### config.mk
export PLATFORM = sky130hd
export DESIGN_NAME = memory_unit
export DESIGN_NICKNAME = d
export VERILOG_FILES = /design/src/rtl/cpu_pkg.sv /design/src/rtl/prog_loader.sv /design/src/rtl/memory_unit.sv
export SDC_FILE = /design/constraint.sdc
export NUM_CORES = 1
export LEC_CHECK = 0
export ABC_AREA = 1
export CAP_MARGIN = 0
export CORE_UTILIZATION = 40
export CTS_CLUSTER_DIAMETER = 50
export DETAILED_ROUTE_END_ITERATION = 7
export PLACE_DENSITY = 0.61
export SETUP_SLACK_MARGIN = 0.15
export SYNTH_ARGS = -nofsm -noshare
export SYNTH_HDL_FRONTEND = slang
export SYNTH_SLANG_ARGS = --single-unit
### constraint.sdc
create_clock -name clk -period 1.67 [get_ports clk]
set_input_delay 0.334 -clock clk [delete_from_list [all_inputs] [get_ports clk]]
set_output_delay 0.334 -clock clk [all_outputs]
set_load 0.05 [all_outputs]
### src/rtl/cpu_pkg.sv
// Shared CPU constants: bus/address widths, loader state encoding and the
// sequencer control-word bit positions of the memory strobes.
package cpu_pkg;

  localparam int DATA_W = 8;
  localparam int ADDR_W = 4;

  localparam logic [1:0] LD_IDLE = 2'd0;
  localparam logic [1:0] LD_LOAD = 2'd1;
  localparam logic [1:0] LD_DONE = 2'd2;

  localparam int MAR_ADDR_LOAD_N = 11;
  localparam int MAR_MEM_LOAD_N  = 10;
  localparam int RAM_EN_N        = 9;
  localparam int RAM_LOAD_N      = 8;

endpackage

### src/rtl/prog_loader.sv
// Streaming program loader: writes 2**ADDR_W bytes into RAM, one per cycle when prog_valid.
// Zero-latency accept; prog_ready is high for the whole LOAD state, so the source paces the load.
module prog_loader #(
  parameter int ADDR_W = cpu_pkg::ADDR_W,
  parameter int DATA_W = cpu_pkg::DATA_W
) (
  input  logic              clk,
  input  logic              reset,
  input  logic              prog_start,
  input  logic [DATA_W-1:0] prog_data,
  input  logic              prog_valid,
  output logic              prog_ready,
  output logic              prog_done,
  output logic              cpu_hold,
  output logic              ld_we,
  output logic [ADDR_W-1:0] ld_addr,
  output logic [DATA_W-1:0] ld_data
);
  import cpu_pkg::*;

  logic [1:0]        state_q, state_d;
  logic [ADDR_W-1:0] ptr_q, ptr_d;

  always_comb begin
    state_d = state_q;
    ptr_d   = ptr_q;
    case (state_q)
      LD_LOAD: begin
        if (prog_valid) begin
          // Pointer wraps to 0 naturally on the last byte.
          ptr_d = ptr_q + 1'b1;
          if (ptr_q == '1) state_d = LD_DONE;
        end
      end
      default: begin
        if (prog_start) begin
          state_d = LD_LOAD;
          ptr_d   = '0;
        end
      end
    endcase
  end

  always_ff @(posedge clk) begin
    if (reset) begin
      state_q <= LD_IDLE;
      ptr_q   <= '0;
    end else begin
      state_q <= state_d;
      ptr_q   <= ptr_d;
    end
  end

  assign prog_ready = (state_q == LD_LOAD);
  assign cpu_hold   = (state_q == LD_LOAD);
  assign prog_done  = (state_q == LD_DONE);
  assign ld_we      = prog_ready && prog_valid;
  assign ld_addr    = ptr_q;
  assign ld_data    = prog_data;

endmodule

### src/rtl/memory_unit.sv
// Memory stage: MAR, MDR and 16x8 RAM with combinational bus read and a program loader.
// Reads are 0-cycle from MAR; CPU strobes are ignored while the loader holds the CPU.
module memory_unit #(
  parameter int ADDR_W = cpu_pkg::ADDR_W,
  parameter int DATA_W = cpu_pkg::DATA_W
) (
  input  logic              clk,
  input  logic              reset,
  input  logic [DATA_W-1:0] bus_in,
  input  logic              mar_addr_load_n,
  input  logic              mar_mem_load_n,
  input  logic              ram_en_n,
  input  logic              ram_load_n,
  output logic [DATA_W-1:0] bus_out,
  output logic              bus_oe,
  input  logic              prog_start,
  input  logic [DATA_W-1:0] prog_data,
  input  logic              prog_valid,
  output logic              prog_ready,
  output logic              prog_done,
  output logic              cpu_hold
);
  import cpu_pkg::*;

  logic [ADDR_W-1:0] mar_q, mar_d;
  logic [DATA_W-1:0] mdr_q, mdr_d;
  logic [DATA_W-1:0] mem [2**ADDR_W];

  logic              ld_we;
  logic [ADDR_W-1:0] ld_addr;
  logic [DATA_W-1:0] ld_data;
  logic              cpu_act;
  logic              mem_we;
  logic [ADDR_W-1:0] mem_waddr;
  logic [DATA_W-1:0] mem_wdata;

  prog_loader #(.ADDR_W(ADDR_W), .DATA_W(DATA_W)) u_loader (
    .clk        (clk),
    .reset      (reset),
    .prog_start (prog_start),
    .prog_data  (prog_data),
    .prog_valid (prog_valid),
    .prog_ready (prog_ready),
    .prog_done  (prog_done),
    .cpu_hold   (cpu_hold),
    .ld_we      (ld_we),
    .ld_addr    (ld_addr),
    .ld_data    (ld_data)
  );

  assign cpu_act = !cpu_hold;

  always_comb begin
    mar_d = mar_q;
    mdr_d = mdr_q;
    if (cpu_act && !mar_addr_load_n) mar_d = bus_in[ADDR_W-1:0];
    if (cpu_act && !mar_mem_load_n)  mdr_d = bus_in;
  end

  always_ff @(posedge clk) begin
    if (reset) begin
      mar_q <= '0;
      mdr_q <= '0;
    end else begin
      mar_q <= mar_d;
      mdr_q <= mdr_d;
    end
  end

  // Write port uses pre-edge MAR/MDR, so same-cycle loads hit the old address with old data.
  always_comb begin
    mem_we    = 1'b0;
    mem_waddr = mar_q;
    mem_wdata = mdr_q;
    if (ld_we) begin
      mem_we    = !reset;
      mem_waddr = ld_addr;
      mem_wdata = ld_data;
    end else if (cpu_act && !ram_load_n) begin
      mem_we = !reset;
    end
  end

  // No reset: RAM contents survive reset.
  always_ff @(posedge clk) begin
    if (mem_we) mem[mem_waddr] <= mem_wdata;
  end

  assign bus_oe  = cpu_act && !ram_en_n;
  assign bus_out = bus_oe ? mem[mar_q] : '0;

endmodule

==> results of run 1 <==
==> cell usage after synthesis (all sizes together) <==
master | number | area [um2]
a21oi | 13 | 65.1
inv | 83 | 312
nor2 | 50 | 198
nand3 | 82 | 410
buf | 22 | 130
nand3b | 2 | 15.0
nor3 | 3 | 15.0
nand2 | 234 | 881
ha | 1 | 12.5
edfxtp | 128 | 3840
o21a | 1 | 15.0
dfxtp | 22 | 440
o22a | 1 | 8.76
clkbuf | 6 | 22.5
o21ai | 17 | 92.6
==> cells by family after synthesis <==
| family | synth area share |
|---|---|
| buf+inv | 0.0718 |
| simple gates | 0.235 |
| fa+ha+maj | 0.00194 |
| compound gates | 0.0281 |
| flops | 0.663 |
==> power breakdown <==
group / switching (mW) / total, mW / internal [mW] / leakage (nW)
logic: 0.921 / 1.57 / 0.651 / 2.07
clock network: 1.44 / 3.85 / 2.41 / 0.295
registers: 0.0569 / 4.25 / 4.19 / 1.35
==> stage by stage <==
stage	setup WS [ns]	hold slack, ns	setup TNS, ns	area (um2)
final	-0.516	0.485	-61.59	9120
after detailed placement	-0.566	0.483	-92.34	7680
after global placement	-0.548	0.462	-88.10	7680
after CTS	-0.528	0.483	-27.76	8950
after floorplan	-0.496	0.403	-27.93	6570
after global routing	-0.614	0.503	-80.92	9120
==> per-layer routing <==
layer	up-vias	global-route usage	wire length (um)	share of wire
met5	-	0	0	0
met4	0	0.100	317	0.019
met3	30	0.0483	1010	0.060
met2	194	0.375	8690	0.51
met1	2350	0.266	6960	0.41
li1	2347	-	-	-
==> state kept, by name, indices dropped and copies added, names as in the netlist, named ones only <==
register / flops
mem: 128
mdr_q: 8
mar_q: 4
u_loader.ld_addr: 4
u_loader.state_q: 2
==> worst max path at each step <==
| stage | startpoint | endpoint | slack (ns) | depth (start not counted) |
|---|---|---|---|---|
| after CTS | register | bus_out[2] | -0.53 | 8 |
| after global placement | prog_valid | mem[15][2] | -0.55 | 8 |
| after floorplan | u_loader.state_q[1] | bus_out[0] | -0.50 | 6 |
| final | register | bus_out[1] | -0.52 | 9 |
| after detailed placement | prog_valid | mem[11][1] | -0.57 | 8 |
| after global routing | register | bus_out[2] | -0.61 | 9 |
==> what timing repair did <==
action,4_1_cts,5_1_grt
setup buffers,8,5
pin swaps,22,8
hold endpoints to repair,0,0
setup endpoints to repair,140,274
resized for setup,131,24
cloned,3,1
hold buffers,0,0
==> worst max-delay path, cell delays in order, from the launching register on <==
cell     delay (ns)
dfxtp_4        0.39
inv_8          0.13
buf_12         0.14
nand2_1        0.05
nand2_1        0.09
nand2_1        0.08
nand3_2        0.08
nand3_2        0.10
a21oi_4        0.20
buf_12         0.15
==> final cells by class <==
class	instances	area [um2]
fillers	1256	6710
flip-flops and latches	150	4290
multi-input cells	404	2270
repair buffers	102	1340
clock buffers	19	453
inverters	83	330
well taps	216	270
clock inverters	13	155
==> out/results.txt, run 1 <==
Hold Crit Depth: 2
max-slew violation count: 0
placed cells: 938
worst reg2reg startpoint: u_loader.state_q[1]
critical path class: reg -> out
Layout Skew: 0.00959 ns
detailed-router iteration count before antenna repair: 6
fin crit period: 2.19 ns
commonest non-fill, non-tap cells in the layout: nand2_1, edfxtp_1, inv_1
chip width: 129 um
Setup Viol. Count Final: 269
DIE AREA: 16,700 um2
outcome: complete, but fails checks
Power Density: 1060 nW/um2
fin util: 0.576
DRC: 0
Final Hold Fails: 0
PnR worst setup slack: -0.516 ns
RSZ-0062 raised after global routing: true
DRT iter0 DRCs: 577
total power: 9.67 mW
relative slew slack: 0.671
R2R depth: 10
Max-cap violations: 0
Via density: 4.99
CP Capture Type: output port
initial antenna violation count: 0
CTS tree: yes
clock-pin transition on the worst setup and hold timing paths: 0.06 ns
CP Data Required Time: 1.34 ns
Hold Path Sink: u_loader.ld_addr[0]
commonest non-fill, non-tap cell in the layout: nand2_1
Leak: 3.72 nW
Syn Nets: 690
peak fanout along the critical path: 12
via count: 4,921
largest net degree at the start of global routing: 24
FP Rows: 46
layout cell share with drive strength beyond 1: 0.291
total wire length: 17,000 um
die extent in y: 129 um
via count of the first global-routing pass: 4,996
Cells after Synth: 665
Final Wtd Congestion: 0.961
Final period util: 1.31
min-delay src: u_loader.ld_addr[0]
gr usage total: 0.219
failing checks: setup timing
num ports: 36
detailed placement HPWL: 10,700 um
Seq cells post-synth: 150
Max VDD drop: 0.704 mV
mean area per synthesized cell: 9.72 um2
slew of the pin with the lowest slew margin: 0.492 ns
core footprint: 15,800 um2
Critical Path Start Type: register
clock root buffer: clkbuf_16
Yosys warning count: 0
clock sink count: 150
flop2flop setup slack: -0.34 ns
Reg-to-Reg End: mem[4][2]
worst hold path type: reg -> reg
clock latency on the worst-skew pair: 0.43 ns
IO buf count: 35
GR Overflow Total: 0
highest attainable clock frequency: 0.457 GHz
initial cell density of the core: 0.408
Cell Count, Final, Fillers Out: 987
sequential area share after synthesis: 0.663
Synth cell types: 22
H-tree levels: 4
Routed WL per cell: 17.2 um
number of diodes: 0
Num CTS Buffers: 17
nets@finish: 783
Clock Tree Buf Depth: 2
synthesized area: 6460 um2
P&R area growth vs syn: 41.1%
WP data arrival: 1.85 ns
first-pass GRT wire length: 26,100 um
final antenna-violating net count: 0
Note: power is estimated with default switching activity, not from simulation.
==> inputs of run 2 (changes only) <==
--- a/config.mk
+++ b/config.mk
@@ -10,7 +10,7 @@
 export CORE_UTILIZATION = 40
 export CTS_CLUSTER_DIAMETER = 50
 export DETAILED_ROUTE_END_ITERATION = 7
-export PLACE_DENSITY = 0.61
+export PLACE_DENSITY = 0.57
 export SETUP_SLACK_MARGIN = 0.15
 export SYNTH_ARGS = -nofsm -noshare
 export SYNTH_HDL_FRONTEND = slang
==> run 2 against run 1 <==
Sequential power about the same. Wire length down 4.1%. The run still ends with setup timing left. Global-route usage down 0.24 points. Final cell count down 0.81%. Clock skew about the same. Clock power up 7.8%. Die area unchanged.
==> out/results.txt, run 2 (synthesis gave the netlist of run 1 again) <==
ordered list of cells on the worst path: buf_12 > buf_16 > nand2_1 > nand3_1 > nand3_1 > nand3_1 > a21oi_2 > buf_6
R2R depth: 12
Setup Viol. Count Final: 137
PnR worst setup slack: -0.537 ns
DIE AREA: 16,700 um2
CTS tree: yes
flop2flop setup slack: -0.29 ns
worst hold path type: reg -> reg
WP data arrival: 1.87 ns
FILL cells: 1,336
initial cell density of the core: 0.408
Reg-to-Reg End: mem[1][5]
first-pass GRT wire length: 25,600 um
Final period util: 1.32
CP Capture Type: output port
Final Wtd Congestion: 0.854
clock latency on the worst-skew pair: 0.42 ns
Power Density: 1100 nW/um2
H-tree levels: 4
critical path's largest stage delay: 0.40 ns
initial antenna violation count: 0
critical path class: reg -> out
FP Rows: 46
Regs by FF count: mem: 128 flops, mdr_q: 8 flops
Hold Path Sink: u_loader.ld_addr[1]
Register Area: 4290 um2
commonest non-fill, non-tap cell in the layout: nand2_1
Layout Skew: 0.00969 ns
sw frac: 0.236
peak fanout along the critical path: 10
Max VDD drop: 0.569 mV
Critical Path Start Type: register
detailed placement HPWL: 10,500 um
RSZ-0062 raised after global routing: true
TNS Setup: -34.79 ns
Largest register FFs: 128
total wire length: 16,300 um
Comb power frac: 0.148
Num CTS Buffers: 17
Flop pwr share: 0.431
Final Hold Fails: 0
clock-pin transition on the worst setup and hold timing paths: 0.06 ns
GR Overflow Total: 0
chip width: 129 um
outcome: complete, but fails checks
DRT iter0 DRCs: 353
gr usage total: 0.217
commonest non-fill, non-tap cells in the layout: nand2_1, edfxtp_1, inv_1
nets@finish: 775
highest attainable clock frequency: 0.453 GHz
num ports: 36
relative slew slack: 0.575
hold buffers post-CTS: 0
DRC: 0
slew of the pin with the lowest slew margin: 0.636 ns
CP Data Required Time: 1.34 ns
max-slew violation count: 0
P&R area growth vs syn: 38.8%
Cell Count, Final, Fillers Out: 979
final hold slack: 0.489 ns
post-place setup slack: -0.545 ns
Via density: 4.83
die extent in y: 129 um
min-delay src: u_loader.ld_addr[1]
Hold Crit Depth: 2
Max-cap violations: 0
largest net degree at the start of global routing: 26
Reg with most FFs: mem
failing checks: setup timing
Routed WL per cell: 16.6 um
number of diodes: 0
worst reg2reg startpoint: u_loader.state_q[1]
via count of the first global-routing pass: 4,853
multi-input combinational cell area: 2230 um2
most used cell, CP: nand3_1
internal power: 7.53 mW
P_sw: 2.32 mW
core footprint: 15,800 um2
clock power share: 0.421
clock root buffer: clkbuf_16
via count: 4,724
Leak: 3.65 nW
CP max-delay cell: dfxtp_4
placed cells: 935
Clock Tree Buf Depth: 2
fin crit period: 2.21 ns
layout cell share with drive strength beyond 1: 0.266
IO buf count: 35
clock sink count: 150
detailed-router iteration count before antenna repair: 4
final antenna-violating net count: 0
## run 2: cell count changes in the layout (fill, tap and decap cells not counted), sizes merged
cell,change
buf,-7
bufinv,+2
clkbuf,+3
clkinv,-5
clkinvlp,-3
inv,+2
## run 2: layout make-up
type                    instances  area share
clock inverters                 9      0.0192
repair buffers                 94       0.134
well taps                     216      0.0301
multi-input cells             404       0.248
inverters                      83      0.0364
clock buffers                  23      0.0533
flip-flops and latches        150       0.479
## run 2: per-stage QoR
step	util	cell area (um2)	power [mW]
after floorplan	-	6570	4.95
after global placement	0.478	7570	5.50
after detailed placement	0.478	7570	5.51
after CTS	0.565	8950	9.90
after global routing	0.567	8970	10.2
final	0.567	8970	9.85
## run 2: worst max path at each step
stage	startpoint	end	slack [ns]
floorplan	u_loader.state_q[1]	bus_out[0]	-0.50
global placement	prog_valid	mem[7][0]	-0.53
detailed placement	prog_valid	mem[15][5]	-0.54
CTS	register	bus_out[6]	-0.52
global route	register	bus_out[2]	-0.60
finish	register	bus_out[2]	-0.54
## run 2: routing by layer
| metal | vias up | track usage | part of all wire |
|---|---|---|---|
| met4 | 0 | 0.0990 | 0.023 |
| met5 | - | 0 | 0 |
| met2 | 110 | 0.371 | 0.49 |
| met1 | 2248 | 0.268 | 0.43 |
| li1 | 2338 | - | - |
| met3 | 28 | 0.0392 | 0.050 |
## run 2: power groups by stage
stage          Sequential [mW]  Clock, mW  Combinational [mW]
2_1_floorplan             4.29          0               0.660
3_3_place_gp              4.31          0                1.19
3_5_place_dp              4.31          0                1.20
4_1_cts                   4.24       4.20                1.46
5_1_grt                   4.25       4.35                1.57
6_report                  4.24       4.15                1.46
## run 2: worst max-delay path, delay by kind of cell, from the launching register on
kind | cells | cell delay (ns)
flip-flops | 1 | 0.40
AND/OR/NAND/NOR | 4 | 0.37
AO/OA/AOI/OAI | 1 | 0.21
buffers and inverters | 3 | 0.48
## run 2: timing repair
item	CTS	global route
pin swaps	39	10
endpoints found under the setup margin	148	284
gates cloned	3	0
resized for setup	140	5
setup buffers	8	1
==> inputs of run 3 (changes only) <==
--- a/config.mk
+++ b/config.mk
@@ -7,6 +7,7 @@
 export LEC_CHECK = 0
 export ABC_AREA = 1
 export CAP_MARGIN = 0
+export CORE_MARGIN = 8
 export CORE_UTILIZATION = 40
 export CTS_CLUSTER_DIAMETER = 50
 export DETAILED_ROUTE_END_ITERATION = 7
==> run 3 against run 2 <==
The flow still finishes with violations (setup timing). Core utilization fell by 1.1 points. Final area fell by 2.0%. Clock power fell by 5%. Total power fell by 2.6%. Worst hold slack got worse by 0.0027 ns. Largest cell class unchanged. Largest power group unchanged. Sequential power barely moved. Critical endpoint is now bus_out[4]. Final cell count did not move. Flip-flop and latch count did not move.
==> out/results.txt, run 3 (synthesis gave the netlist of run 1 again) <==
Reg with most FFs: mem
CTS tree: yes
commonest non-fill, non-tap cells in the layout: nand2_1, edfxtp_1, inv_1
initial antenna violation count: 0
first-pass GRT wire length: 26,000 um
FP Rows: 46
Regs by FF count: mem: 128 flops, mdr_q: 8 flops
Max VDD drop: 0.732 mV
placed cells: 934
Final Hold Fails: 0
P_sw: 2.38 mW
total wire length: 16,700 um
Reg-to-Reg End: mem[6][7]
DIE AREA: 20,500 um2
clock latency on the worst-skew pair: 0.42 ns
layout cell share with drive strength beyond 1: 0.242
gr usage total: 0.172
worst hold path type: reg -> reg
initial cell density of the core: 0.408
die extent in y: 143 um
Area after DPL: 7540 um2
CP Data Required Time: 1.34 ns
final antenna-violating net count: 0
DRC: 0
final hold slack: 0.487 ns
Final period util: 1.31
R2R depth: 10
num ports: 36
Final Cell Area: 8790 um2
slew of the pin with the lowest slew margin: 0.615 ns
relative slew slack: 0.590
outcome: complete, but fails checks
largest net degree at the start of global routing: 24
detailed placement HPWL: 10,900 um
H-tree levels: 4
WP data arrival: 1.86 ns
Flop pwr share: 0.442
Num CTS Buffers: 17
Clock Tree Buf Depth: 2
total power: 9.59 mW
RSZ-0062 raised after global routing: true
Leak: 3.60 nW
critical path's largest stage delay: 0.44 ns
GR Overflow Total: 0
clock-pin transition on the worst setup and hold timing paths: 0.06 ns
clock sink count: 150
nets@finish: 775
CP max-delay cell: dfxtp_4
commonest non-fill, non-tap cell in the layout: nand2_1
most used cell, CP: nand2_1
flop2flop setup slack: -0.18 ns
worst path bufs/invs: 3
post-place setup slack: -0.541 ns
fin crit period: 2.19 ns
Via density: 4.94
Critical Path Start Type: register
Max-cap violations: 0
DRT iter0 DRCs: 409
peak fanout along the critical path: 19
internal power: 7.21 mW
ordered list of cells on the worst path: buf_12 > buf_16 > nand2_1 > nand2_1 > nand2_1 > nand3_1 > nand3_2 > a21oi_2 > buf_6
chip width: 143 um
max-slew violation count: 0
Hold Crit Depth: 2
multi-input combinational cell area: 2150 um2
Layout Skew: 0.00891 ns
PnR worst setup slack: -0.521 ns
FILL cells: 1,389
min-delay src: u_loader.ld_addr[0]
highest attainable clock frequency: 0.457 GHz
Final Wtd Congestion: 0.835
Power Density: 1090 nW/um2
sw frac: 0.248
IO buf count: 35
failing checks: setup timing
CP Capture Type: output port
core footprint: 15,800 um2
worst reg2reg startpoint: u_loader.state_q[1]
number of diodes: 0
detailed-router iteration count before antenna repair: 4
critical path class: reg -> out
Hold Path Sink: u_loader.ld_addr[0]
Largest register FFs: 128
Comb power frac: 0.147
clock root buffer: clkbuf_16
via count: 4,838
Register Area: 4290 um2
clock power share: 0.411
Routed WL per cell: 17.0 um
Cell Count, Final, Fillers Out: 979
via count of the first global-routing pass: 4,836
CP delay by family, top: buffers and inverters
Setup Viol. Count Final: 138
P&R area growth vs syn: 36.1%
[run 3: cell types whose count changed in the layout (fill, tap and decap cells not counted), sizes merged]
cell           before  now
clkbuf             23   18
dlygate4sd2         0    1
bufinv              5    4
clkdlybuf4s50      23   22
clkinv              3    5
inv                83   85
clkinvlp            1    3
[run 3: final cells by class]
class,count,area share
clock buffers,18,0.0488
clock inverters,14,0.0206
inverters,83,0.0374
multi-input cells,404,0.245
flip-flops and latches,150,0.488
well taps,216,0.0307
repair buffers,94,0.130
[run 3: how the worst max path moves through the flow]
stage,from,endpoint,slack [ns],cells after the start
after detailed placement,prog_valid,mem[3][0],-0.54,8
after CTS,register,bus_out[7],-0.54,9
final,register,bus_out[4],-0.52,9
after global placement,prog_valid,mem[5][7],-0.53,10
after global routing,register,bus_out[7],-0.59,9
after floorplan,u_loader.state_q[1],bus_out[0],-0.50,6
[run 3: per-stage QoR]
stage           util  setup TNS, ns
5_1_grt        0.556         -28.57
2_1_floorplan      -         -27.93
6_report       0.556         -19.46
3_5_place_dp   0.476         -93.06
4_1_cts        0.547         -13.32
3_3_place_gp   0.476         -89.16
[run 3: power groups by stage]
stage | registers, mW | logic [mW] | clock network [mW]
3_5_place_dp | 4.30 | 1.20 | 0
6_report | 4.24 | 1.41 | 3.95
3_3_place_gp | 4.30 | 1.19 | 0
2_1_floorplan | 4.29 | 0.660 | 0
4_1_cts | 4.24 | 1.37 | 4.00
5_1_grt | 4.24 | 1.51 | 4.13
[run 3: metal layers]
metal / wire length (um) / share of wire / global-route usage / vias up
li1: - / - / - / 2336
met1: 7120 / 0.43 / 0.210 / 2369
met2: 8580 / 0.51 / 0.293 / 113
met3: 642 / 0.039 / 0.0297 / 20
met4: 314 / 0.019 / 0.0710 / 0
met5: 0 / 0 / 0 / -
[run 3: what timing repair did]
item | CTS | global route
setup buffers | 8 | 3
hold buffers | 0 | 0
gates cloned | 2 | 0
pin swaps | 14 | 11
endpoints found under the setup margin | 140 | 279
gates resized for setup | 99 | 22
[run 3: tightest hold or removal path: cells and delay by family, from the launching register on]
kind,cells,cell delay [ns]
DFF,1,0.32
and+or+nand+nor,1,0.07
AOI/OAI and AO/OA,1,0.06
